**src/rtl/tx_p2s_fifo.sv**
```systemverilog
// rtl/tx_p2s_fifo.sv - FIFO-fed LSB-first serialiser with CRC5/CRC16 shift-enable windows
// Optional bit stuffing (stuffed 0 after six 1s) enabled by defining TX_BITSTUFF_EN.
module tx_p2s_fifo #(
  parameter int                DATA_W       = 8,
  parameter int                FIFO_DEPTH   = 4,
  parameter logic [DATA_W-1:0] SYNC_PATTERN = DATA_W'(8'h80)
) (
  input  logic                               clock,
  input  logic                               reset,
  input  logic                               tx_load,
  input  logic [DATA_W-1:0]                  tx_data,
  input  logic                               syn_gen_ld,
  input  logic                               tx_last_byte,
  input  logic                               crc_16,
  input  logic                               halt_tx_shift,
  output logic                               tdo,
  output logic                               tcs,
  output logic                               tx_ready,
  output logic [$clog2(FIFO_DEPTH+1)-1:0]    fifo_level,
  output logic                               t_lastbit,
  output logic                               shift_tx_crc16,
  output logic                               shift_tx_crc5,
  output logic                               tx_underrun
);
  localparam int AW = $clog2(FIFO_DEPTH);
  localparam int LW = $clog2(FIFO_DEPTH + 1);
  localparam int CW = $clog2(DATA_W);
  localparam logic [CW-1:0] LAST_BIT = CW'(DATA_W - 1);

  typedef enum logic [1:0] {IDLE, DATA, CRC} state_t;

  state_t            state_q, state_d;
  logic [DATA_W-1:0] sh_q, sh_d;
  logic [CW-1:0]     bit_cnt_q, bit_cnt_d;
  logic              last_q, last_d;
  logic [4:0]        crc_cnt_q, crc_cnt_d;
  logic              crc16_q, crc16_d;
  logic [AW-1:0]     wr_ptr_q, wr_ptr_d, rd_ptr_q, rd_ptr_d;
  logic [LW-1:0]     count_q, count_d;
  logic [DATA_W:0]   mem_q [FIFO_DEPTH];
  logic [DATA_W:0]   head;
  logic              push, pop, fifo_empty;
  logic              stuff_now, bit_done, end_word;
`ifdef TX_BITSTUFF_EN
  logic [2:0]        ones_q, ones_d;
  logic              tail_q, tail_d;
`endif

  assign head       = mem_q[rd_ptr_q];
  assign fifo_empty = (count_q == '0);
  assign tx_ready   = (count_q != LW'(FIFO_DEPTH));
  assign fifo_level = count_q;
  assign push       = tx_load && tx_ready;

  always_ff @(posedge clock) begin
    if (push) mem_q[wr_ptr_q] <= {tx_last_byte, syn_gen_ld ? SYNC_PATTERN : tx_data};
  end

  always_comb begin
    wr_ptr_d = push ? wr_ptr_q + AW'(1) : wr_ptr_q;
    rd_ptr_d = pop ? rd_ptr_q + AW'(1) : rd_ptr_q;
    count_d  = count_q + LW'(push) - LW'(pop);
  end

  always_comb begin
    state_d        = state_q;
    sh_d           = sh_q;
    bit_cnt_d      = bit_cnt_q;
    last_d         = last_q;
    crc_cnt_d      = crc_cnt_q;
    crc16_d        = crc16_q;
    pop            = 1'b0;
    tdo            = 1'b1;
    tcs            = 1'b0;
    t_lastbit      = 1'b0;
    shift_tx_crc16 = 1'b0;
    shift_tx_crc5  = 1'b0;
    tx_underrun    = 1'b0;
    stuff_now      = 1'b0;
    bit_done       = 1'b0;
    end_word       = 1'b0;
`ifdef TX_BITSTUFF_EN
    ones_d    = ones_q;
    tail_d    = tail_q;
    stuff_now = (state_q == DATA) && (ones_q == 3'd6);
`endif
    case (state_q)
      IDLE: pop = !fifo_empty;
      DATA: begin
        tcs       = 1'b1;
        tdo       = stuff_now ? 1'b0 : sh_q[0];
        bit_done  = !stuff_now && (bit_cnt_q == LAST_BIT);
        t_lastbit = bit_done && last_q;
        end_word  = !halt_tx_shift && bit_done;
`ifdef TX_BITSTUFF_EN
        // A run of six ending on the final bit defers the word boundary past the stuffed 0.
        if (!halt_tx_shift) begin
          ones_d = tdo ? ones_q + 3'd1 : 3'd0;
          if (bit_done && (ones_q == 3'd5) && sh_q[0]) begin
            end_word = 1'b0;
            tail_d   = 1'b1;
          end
          if (stuff_now && tail_q) begin
            end_word = 1'b1;
            tail_d   = 1'b0;
          end
        end
`endif
        if (!halt_tx_shift && !stuff_now && !bit_done) begin
          sh_d      = sh_q >> 1;
          bit_cnt_d = bit_cnt_q + CW'(1);
        end
        if (!halt_tx_shift && bit_done && last_q) crc16_d = crc_16;
        if (end_word) begin
          if (last_q) begin
            state_d   = CRC;
            crc_cnt_d = '0;
          end else if (!fifo_empty) begin
            pop = 1'b1;
          end else begin
            tx_underrun = 1'b1;
            state_d     = IDLE;
          end
        end
      end
      CRC: begin
        shift_tx_crc16 = crc16_q && !halt_tx_shift;
        shift_tx_crc5  = !crc16_q && !halt_tx_shift;
        if (!halt_tx_shift) begin
          if (crc_cnt_q == (crc16_q ? 5'd15 : 5'd4)) begin
            if (!fifo_empty) pop = 1'b1;
            else             state_d = IDLE;
          end else begin
            crc_cnt_d = crc_cnt_q + 5'd1;
          end
        end
      end
      default: state_d = IDLE;
    endcase
    if (pop) begin
      sh_d      = head[DATA_W-1:0];
      last_d    = head[DATA_W];
      bit_cnt_d = '0;
      state_d   = DATA;
    end
`ifdef TX_BITSTUFF_EN
    if (state_q != DATA) begin
      ones_d = 3'd0;
      tail_d = 1'b0;
    end
`endif
  end

  always_ff @(posedge clock or negedge reset) begin
    if (!reset) begin
      state_q   <= IDLE;
      sh_q      <= '0;
      bit_cnt_q <= '0;
      last_q    <= 1'b0;
      crc_cnt_q <= '0;
      crc16_q   <= 1'b0;
      wr_ptr_q  <= '0;
      rd_ptr_q  <= '0;
      count_q   <= '0;
`ifdef TX_BITSTUFF_EN
      ones_q    <= 3'd0;
      tail_q    <= 1'b0;
`endif
    end else begin
      state_q   <= state_d;
      sh_q      <= sh_d;
      bit_cnt_q <= bit_cnt_d;
      last_q    <= last_d;
      crc_cnt_q <= crc_cnt_d;
      crc16_q   <= crc16_d;
      wr_ptr_q  <= wr_ptr_d;
      rd_ptr_q  <= rd_ptr_d;
      count_q   <= count_d;
`ifdef TX_BITSTUFF_EN
      ones_q    <= ones_d;
      tail_q    <= tail_d;
`endif
    end
  end
endmodule

```
**config.mk**
```make
export PLATFORM = sky130hd
export DESIGN_NAME = tx_p2s_fifo
export DESIGN_NICKNAME = d
export VERILOG_FILES = /design/src/rtl/tx_p2s_fifo.sv
export SDC_FILE = /design/constraint.sdc
export NUM_CORES = 1
export LEC_CHECK = 0
export CAP_MARGIN = 20
export CORE_AREA = 2 2 115 95
export CTS_CLUSTER_DIAMETER = 120
export DETAILED_ROUTE_END_ITERATION = 6
export DIE_AREA = 0 0 117 97
export PLACE_DENSITY = 0.47
export SLEW_MARGIN = 15
export SYNTH_ARGS = -nofsm -noshare
export SYNTH_HDL_FRONTEND = slang
export SYNTH_SLANG_ARGS = --single-unit
```
**constraint.sdc**
```tcl
create_clock -name clock -period 3 [get_ports clock]
set_input_delay 0.9 -clock clock [delete_from_list [all_inputs] [get_ports clock]]
set_output_delay 0.9 -clock clock [all_outputs]
set_load 0.1 [all_outputs]
```
; ---- After elaboration in Yosys (flattened, before gate mapping)
; Memory sizes are Yosys's and may differ from the RTL's.
; Index checks and enable logic that the tools add are counted.
[op_classes]
add_sub_neg = 6
n_reduce_logical = 20
muxes = 37
eq_ne = 13
[op_table]
columns = cell, n
row1 = $mux 8, 4
row2 = $mux 5, 4
row3 = $mux 1, 16
row4 = $mux 2, 6
row5 = $ne 3x3->1 const B, 4
row6 = $ne 2x2->1 const B, 5
row7 = $pmux 5 s2, 1
row8 = $mux 3, 3
row9 = $logic_and 1x1->1, 7
row10 = $pmux 2 s3, 1
row11 = $reduce_bool 2->1, 3
row12 = $add 5x1->5 const B, 1
row13 = $eq 5x4->1, 1
row14 = $reduce_and 5->1, 1
row15 = $add 2x1->2 const B, 2
row16 = $logic_not 1->1, 4
row17 = $mux 4, 1
row18 = $reduce_and 2->1, 2
row19 = $reduce_and 4->1, 1
row20 = $add 3x1->3, 1
row21 = $add 3x1->3 const B, 1
row22 = $eq 3x3->1 const B, 1
row23 = $logic_not 3->1, 1
row24 = $pmux 1 s3, 1
row25 = 4 further kinds, 4
[word_totals]
mem_bits_rw = 36
wordCells = 86
input_bits = 15
n_memories = 1
regBits = 27
[memory_table]
columns = memory, depth, word_bits, read_ports, rd_clocked_by_memory_dff, write_ports, line_no
row1 = mem_q, 4, 9, 1, 0, 1, 40  ; logic [DATA_W:0] mem_q [FIFO_DEPTH];

; ---- Longest topological paths before layout
; Gate-level depths: netlist of run 1.
[logic_depth]
depth_word = 7
depth_mapped = 14
ltp_nobuf = 13

; ---- Least setup slack after synthesis of run 1
; Ideal clock, no wire load.
[synth_path]
kind = register to register
start = reg count_q[2], in the netlist fifo_level[2]
end = reg count_q[2], in the netlist fifo_level[2]
n_path_buf = 0
setup_ps = 161
t_arrival_ps = 3458
t_required_ps = 2839
path_slack_ps = -620
path_stages_with_launch = 11
cell_sequence = dfrtp_1 > nand2_1 > and2_1 > inv_1 > ha_1 > inv_1 > ha_1 > inv_1 > fa_1 > xnor2_1 > xnor2_1
[synth_via]
elab_cells_between_ends = 12
[synth_lines]
columns = element, line_no
row1 = "start, declared", 39  ; logic [LW-1:0] count_q, count_d;
row2 = "start signal, assigned", 178  ; count_q <= count_d;
row3 = $ne 3x3->1, 51  ; assign tx_ready = (count_q != LW'(FIFO_DEPTH));
row4 = named net tx_ready, 18  ; output logic tx_ready,
row5 = $logic_and 1x1->1, 53  ; assign push = tx_load && tx_ready;
row6 = $add 3x1->3, 62  ; count_d = count_q + LW'(push) - LW'(pop);
row7 = $sub 3x1->3, 62
row8 = named net count_d[2], 39
; The timed path passes the listed nets, and every way through them passes these cells.
; A chain may end at the register's enable or synchronous reset.

; ---- Final worst setup path of run 1
[layout_path]
start = reg state_q[1]
end = out tx_underrun
[layout_via]
elab_chain_len = 2
[layout_rtl]
columns = element, line_no
row1 = "start, declared", 32  ; state_t state_q, state_d;
row2 = "start signal, assigned", 170  ; state_q <= state_d;
row3 = $eq 2x1->1, 87  ; case (state_q)
row4 = $mux 1, 87
row5 = "end, declared", 23  ; output logic tx_underrun
; No other way between the ends.

==> results of run 1 <==
through the flow:
step / util / hold WS (ps) / area [um^2] / cells
floorplan: - / 490.3 / 3002 / 217
global placement: 0.3442 / 505.8 / 3482 / 385
detailed placement: 0.3442 / 516.4 / 3482 / 385
CTS: 0.3763 / 530.6 / 3806 / 401
global route: 0.3775 / 577.6 / 3819 / 402
finish: 0.3775 / 528.4 / 3819 / 402
worst paths after layout:
kind                                          start                        to  slack, ps  depth (start not counted)
setup / recovery             state_q[1]$_DFFE_PN0P_               tx_underrun        220                          6
hold / removal             bit_cnt_q[2]$_DFFE_PN0P_  bit_cnt_q[2]$_DFFE_PN0P_        530                          2
setup reg to reg             state_q[1]$_DFFE_PN0P_   fifo_level[2]$_DFF_PN0_        240                         13
hold reg to reg            bit_cnt_q[2]$_DFFE_PN0P_  bit_cnt_q[2]$_DFFE_PN0P_        530                          2
max in group asynchronous                     reset   fifo_level[1]$_DFF_PN0_       1750                          2
min in group asynchronous                     reset       crc16_q$_DFFE_PN0P_        970                          2
per-layer routing:
metal,global-route usage,part of all wire
met1,0.1560,0.51
met2,0.1521,0.44
met3,0.03321,0.035
met4,0.04072,0.012
met5,0,0
critical path, cell delays in order, from the launching register on:
cell,delay (ps)
dfrtp_1,410
inv_1,120
ha_2,280
nor2b_2,200
buf_4,120
and4_2,250
buf_12,180
state kept, by name, summed over array words and instances (netlist names):
| register | count |
|---|---|
| crc16_q | 1 |
| wr_ptr_q | 2 |
| bit_cnt_q | 3 |
| crc_cnt_q | 5 |
| mem_q | 36 |
| fifo_level | 3 |
| rd_ptr_q | 2 |
| last_q | 1 |
| state_q | 2 |
| sh_q | 8 |
layout make-up:
class / count / share of cell area
flip-flops and latches: 63 / 0.4607
well taps: 140 / 0.04587
inverters: 14 / 0.01507
clock buffers: 9 / 0.05898
clock inverters: 7 / 0.02523
repair buffers: 35 / 0.09174
multi-input cells: 134 / 0.3024
what timing repair did:
item / 4_1_cts / 5_1_grt
buffers inserted: 0 / 1
endpoints found under the hold margin: 0 / 0
setup endpoints to repair: 1 / 2
pin swaps: 0 / 1
gates resized for setup: 1 / 2
gates cloned: 0 / 0
power by group through the flow:
stage	sequential, mW	combinational, mW	clock, mW
2_1_floorplan	1.47	1.19	0
3_3_place_gp	1.43	1.58	0
3_5_place_dp	1.43	1.59	0
4_1_cts	1.42	1.60	1.13
5_1_grt	1.45	1.74	1.17
6_report	1.41	1.58	1.10
layout by cell type (no fill, tap or decap), types with 3 or more instances in the layout:
master / n
buf_4: 17
ha_1: 12
o21ai_0: 4
nor2_1: 12
edfxtp_1: 36
nand2b_1: 3
xnor2_1: 4
nand4_1: 3
nor2b_1: 8
clkbuf_16: 9
mux4_2: 9
a21oi_1: 7
mux2i_1: 9
and3_1: 4
clkdlybuf4s50_1: 13
nor2b_2: 3
dfrtp_1: 25
nand3_1: 8
o22ai_1: 3
nand2_1: 5
buf_12: 4
inv_1: 13
a21oi_2: 7
cell families after synthesis:
group,count (synthesis),synth area share
AOI/OAI and AO/OA,34,0.07867
and+or+nand+nor,60,0.1121
DFF,63,0.5874
muxes,20,0.1054
buffers and inverters,20,0.03263
adders and majority gates,14,0.06109
xor gates and xnor gates,6,0.02259
==> impl_results.md, run 1 <==
* Post-synth EDFFs at 36
* Worst-margin pin slew at just over 700 ps
* Area of all sequential standard cells at 0.001759 mm^2
* Max Freq at between 0.3 and 0.4 GHz
* Setup WS pre-CTS at -343.7 ps
* Boundary pin count at 25
* Yosys cell types at 47
* Max-slew violation count at 0
* Total Routing Usage GR at 0.1082
* Netlist Area Pre-Place at roughly 0.003 mm^2
* Row cnt at 33
* Fin nets at roughly 290
* Hpwl dp at 3832 um
* Wirelength per Cell at approximately 14 um
* Fin Setup TNS at 0 ps
* Yosys top cell area share at 0.3615
* Multi-input logic area at between 0.001 and 0.0015 mm^2
* First-pass GRT wire length at 9328 um
* Syn. warnings at 0
* 1st-iter DRT viols at 73
* Sw frac at 0.3735
* Chip Height at 97 um
* Top cells by count, synth: edfxtp_1, dfrtp_1, ha_1, inv_1, nor2_1
* Post-synth top area cell: edfxtp_1
* Final setup viols at 0
* Drt pass-1 iters at 4
* Clock Tree Root: clkbuf_16
* Final worst-path cycle share at 0.9263
* Critical-path maximum fanout at 9
* Total clock sinks at 63
* RSZ-0062 raised after global routing: no
* Area grow syn2layout at 27.70%
* CTS tree: yes
* Pint at about 2.6 mW
* CP endpoint kind: primary output
* Initial antenna violation count at 0
* Layout cells sized above 1 at 0.2634
* Vias in the first global route at about 1.8k
* Clock-pin transition on the worst setup and hold timing paths at about 50 ps
* Seq/Total Area, Yosys at 0.5874
* Core ar. at approximately 0.01 mm^2
* Hold Fails Final Rpt at 0
* FFs w/ async S/R, synth at 0.4286
* Gpl congestion at 0.7351
* Critical Path RT at 2100 ps
* Cell with the most instances after synthesis: edfxtp_1
* PortBufs at 24
* Seq pwr share at 0.344
* Starting Density at 0.2956
* Hold buffers post-CTS at 0
* Flops & latches, synth at 63
* Total routed wirelength at about 5500 um
* Syn avg cell area at ~14 um^2
* Via count at about 1.8k
* Max Root-Sink Buffers at 2
* Hold WC Path Type: flip-flop to flip-flop
* P per Cell Area at about 1100 mW/mm^2
* Antenna Cells at 0
* CTS Buf Count at 9
* Synthesized net count at roughly 250
* Design Power at approximately 4 mW
* Leakage power at around 1.5 nW
* Crit path DAT at around 1900 ps
* Ys flop type: edfxtp_1
* Die area at between 0.01 and 0.015 mm^2
* VDD IR max at 0.0003806 V
* Logic pwr share at 0.386
* H-tree depth at 3
* ANT nets after route at 0
* # fillers at between 1k and 1.5k
* Grt total ovfl at 0
* Area contributors post-synth: edfxtp_1, dfrtp_1, mux4_2, ha_1, mux2i_1
* Setup WS post-layout at around 220 ps
* Type of the worst setup path: flip-flop to primary output
* Vias per cell at about 4.4
* Relative slew slack at 0.5239
* Clock Latency Late Sink at between 300 and 400 ps
* Outcome: finished, final reports clean
* Crit path launch type: flip-flop
* Psw at 1.530 mW
* Max_cap viols at 0
* Tmin final at between 2000 and 3000 ps
* Syn Inst Count at roughly 220
* Pin count of the biggest net entering global routing at 28
* Die width at about 120 um
* Post-route DRC at 0
* Clk pwr share at 0.270
* Post-Route Skew at 2.195 ps
No activity file was read; power rests on OpenSTA's default activity.
==> run 2: changes to the inputs <==
- CORE_AREA: 2 2 115 95 -> 2 2 126 103
- CTS_CLUSTER_SIZE: default -> 28
- DIE_AREA: 0 0 117 97 -> 0 0 128 105
- PLACE_DENSITY: 0.47 -> 0.41
==> impl_results.md, run 2 (synthesis results as in run 1) <==
* Hold Fails Final Rpt at 0
* Commonest non-fill, non-tap cells in the layout: edfxtp_1, dfrtp_1, buf_4, inv_1, clkdlybuf4s50_1
* Fin Setup TNS at 0 ps
* Hold path depth at 2
* Layout cells sized above 1 at 0.2700
* Worst path depth at 5
* Clock Latency Late Sink at 320 ps
* Vias per cell at between 4 and 5
* Design Area, Final at roughly 0.0038 mm^2
* Grt total ovfl at 0
* CP endpoint kind: primary output
* Type of the worst setup path: flip-flop to primary output
* Hold buffers post-CTS at 0
* H-tree depth at 3
* PortBufs at 24
* Inst Count DP at 399
* Max-slew violation count at 0
* Crit path cell chain: ha_1 -> ha_1 -> buf_4 -> and4_2 -> buf_12
* Vias in the first global route at roughly 1.8k
* Worst-margin pin slew at between 700 and 800 ps
* ANT nets after route at 0
* PostCTS Resize Cnt at 0
* CTS tree: yes
* Tmin final at 2590 ps
* Max incr delay on CP at approximately 400 ps
* Antenna Cells at 0
* Wirelength per Cell at about 14 um
* Via count at 1778
* Max Freq at 0.3860 GHz
* Design Power at 3.960 mW
* 1st-iter DRT viols at slightly below 90
* Setup WS post-layout at between 400 and 500 ps
* Chip Height at 105 um
* Final setup viols at 0
* Worst Path Buf+Inv at 2
* Fin cells at 415
* Area grow syn2layout at 27.11%
* CTS Buf Count at 9
* Outcome: finished, final reports clean
* Leakage power at ~1.5 nW
* Die area at 0.01344 mm^2
* Relative slew slack at 0.5127
* First-pass GRT wire length at roughly 9400 um
* Most flops, register: mem_q
* Starting Density at 0.2477
* Pin count of the biggest net entering global routing at 28
* Max Root-Sink Buffers at 2
* Critical-path maximum fanout at 5
* Largest regs: mem_q (36), sh_q (8), crc_cnt_q (5)
* Crit path DAT at 1690 ps
* Fin nets at 287
* Max_cap viols at 0
* Setup WS pre-CTS at -316.2 ps
* Hold WC Path Type: flip-flop to flip-flop
* Post-CTS setup buffer count at 0
* VDD IR max at 0.0002627 V
* Post-Route Skew at 5.725 ps
* Gpl congestion at 0.7485
* Total Routing Usage GR at 0.09290
* Total routed wirelength at 5769 um
* Boundary pin count at 25
* Die width at roughly 130 um
* Top delay family on crit path: adder cells
* RSZ-0062 raised after global routing: no
* Worst r2r path cells at 13
* CP max stage cell: dfrtp_1
* Critical Path RT at ~2100 ps
* Row cnt at 36
* Core ar. at 0.01207 mm^2
* Total clock sinks at 63
* Clock Tree Root: clkbuf_16
* Post-route DRC at 0
* Clock-pin transition on the worst setup and hold timing paths at about 50 ps
* Initial antenna violation count at 0
* Most common library cell in the layout ignoring fill and taps: edfxtp_1
* Placement Cell Area at 0.003512 mm^2
* P per Cell Area at 1042 mW/mm^2
* Crit path launch type: flip-flop
* Worst path most repeated cell: ha_1
* Drt pass-1 iters at 4
* Final worst-path cycle share at 0.8635
* Max FFs per register at 36
* Hpwl dp at approximately 4000 um
run 2: cell count changes in the layout (fill, tap and decap cells not counted), sizes merged:
cell / before / now
clkinvlp: 2 / 3
bufinv: 2 / 0
clkinv: 2 / 3
buf: 21 / 22
run 2: final timing paths:
path                                           from                        to  slack [ps]
max reg2reg                  state_q[1]$_DFFE_PN0P_   fifo_level[2]$_DFF_PN0_         430
max in group asynchronous                     reset   fifo_level[2]$_DFF_PN0_        1750
min                        bit_cnt_q[1]$_DFFE_PN0P_  bit_cnt_q[1]$_DFFE_PN0P_         530
max                        bit_cnt_q[0]$_DFFE_PN0P_               tx_underrun         410
min reg2reg                bit_cnt_q[1]$_DFFE_PN0P_  bit_cnt_q[1]$_DFFE_PN0P_         530
min in group asynchronous                     reset   wr_ptr_q[0]$_DFFE_PN0P_         960
run 2: final cells by class:
cell class | count | area (um^2)
fillers | 1220 | 8270
flip-flops and latches | 63 | 1759
multi-input cells | 134 | 1162
repair buffers | 36 | 357.8
clock buffers | 9 | 225.2
well taps | 152 | 190.2
inverters | 14 | 57.56
clock inverters | 7 | 48.80
run 2: power breakdown:
| part | internal (mW) | switching [mW] | leakage [nW] |
|---|---|---|---|
| clock network | 0.558 | 0.384 | 0.125 |
| registers | 1.20 | 0.220 | 0.661 |
| logic | 0.658 | 0.945 | 0.705 |
run 2: metal layers:
metal  global-route usage  vias up  wire [um]
met3              0.02970        4        217
met2               0.1421       26       2679
li1                     -      879          -
met1               0.1206      869       2820
met4              0.04003        0         51
met5                    0        -          0
run 2: metrics by stage:
stage               utilization  hold WS, ps
finish                   0.3149        527.4
detailed placement       0.2909        518.4
global route             0.3149        582.7
CTS                      0.3136        531.0
floorplan                     -        490.3
global placement         0.2909        505.5
run 2: worst register-to-register path: cells and delay by family (launching register included):
family	cells	cell delay (ps)
buf+inv	4	290
fa+ha+maj	4	850
simple gates	1	170
compound gates	2	460
xor+xnor	2	260
flops	1	410
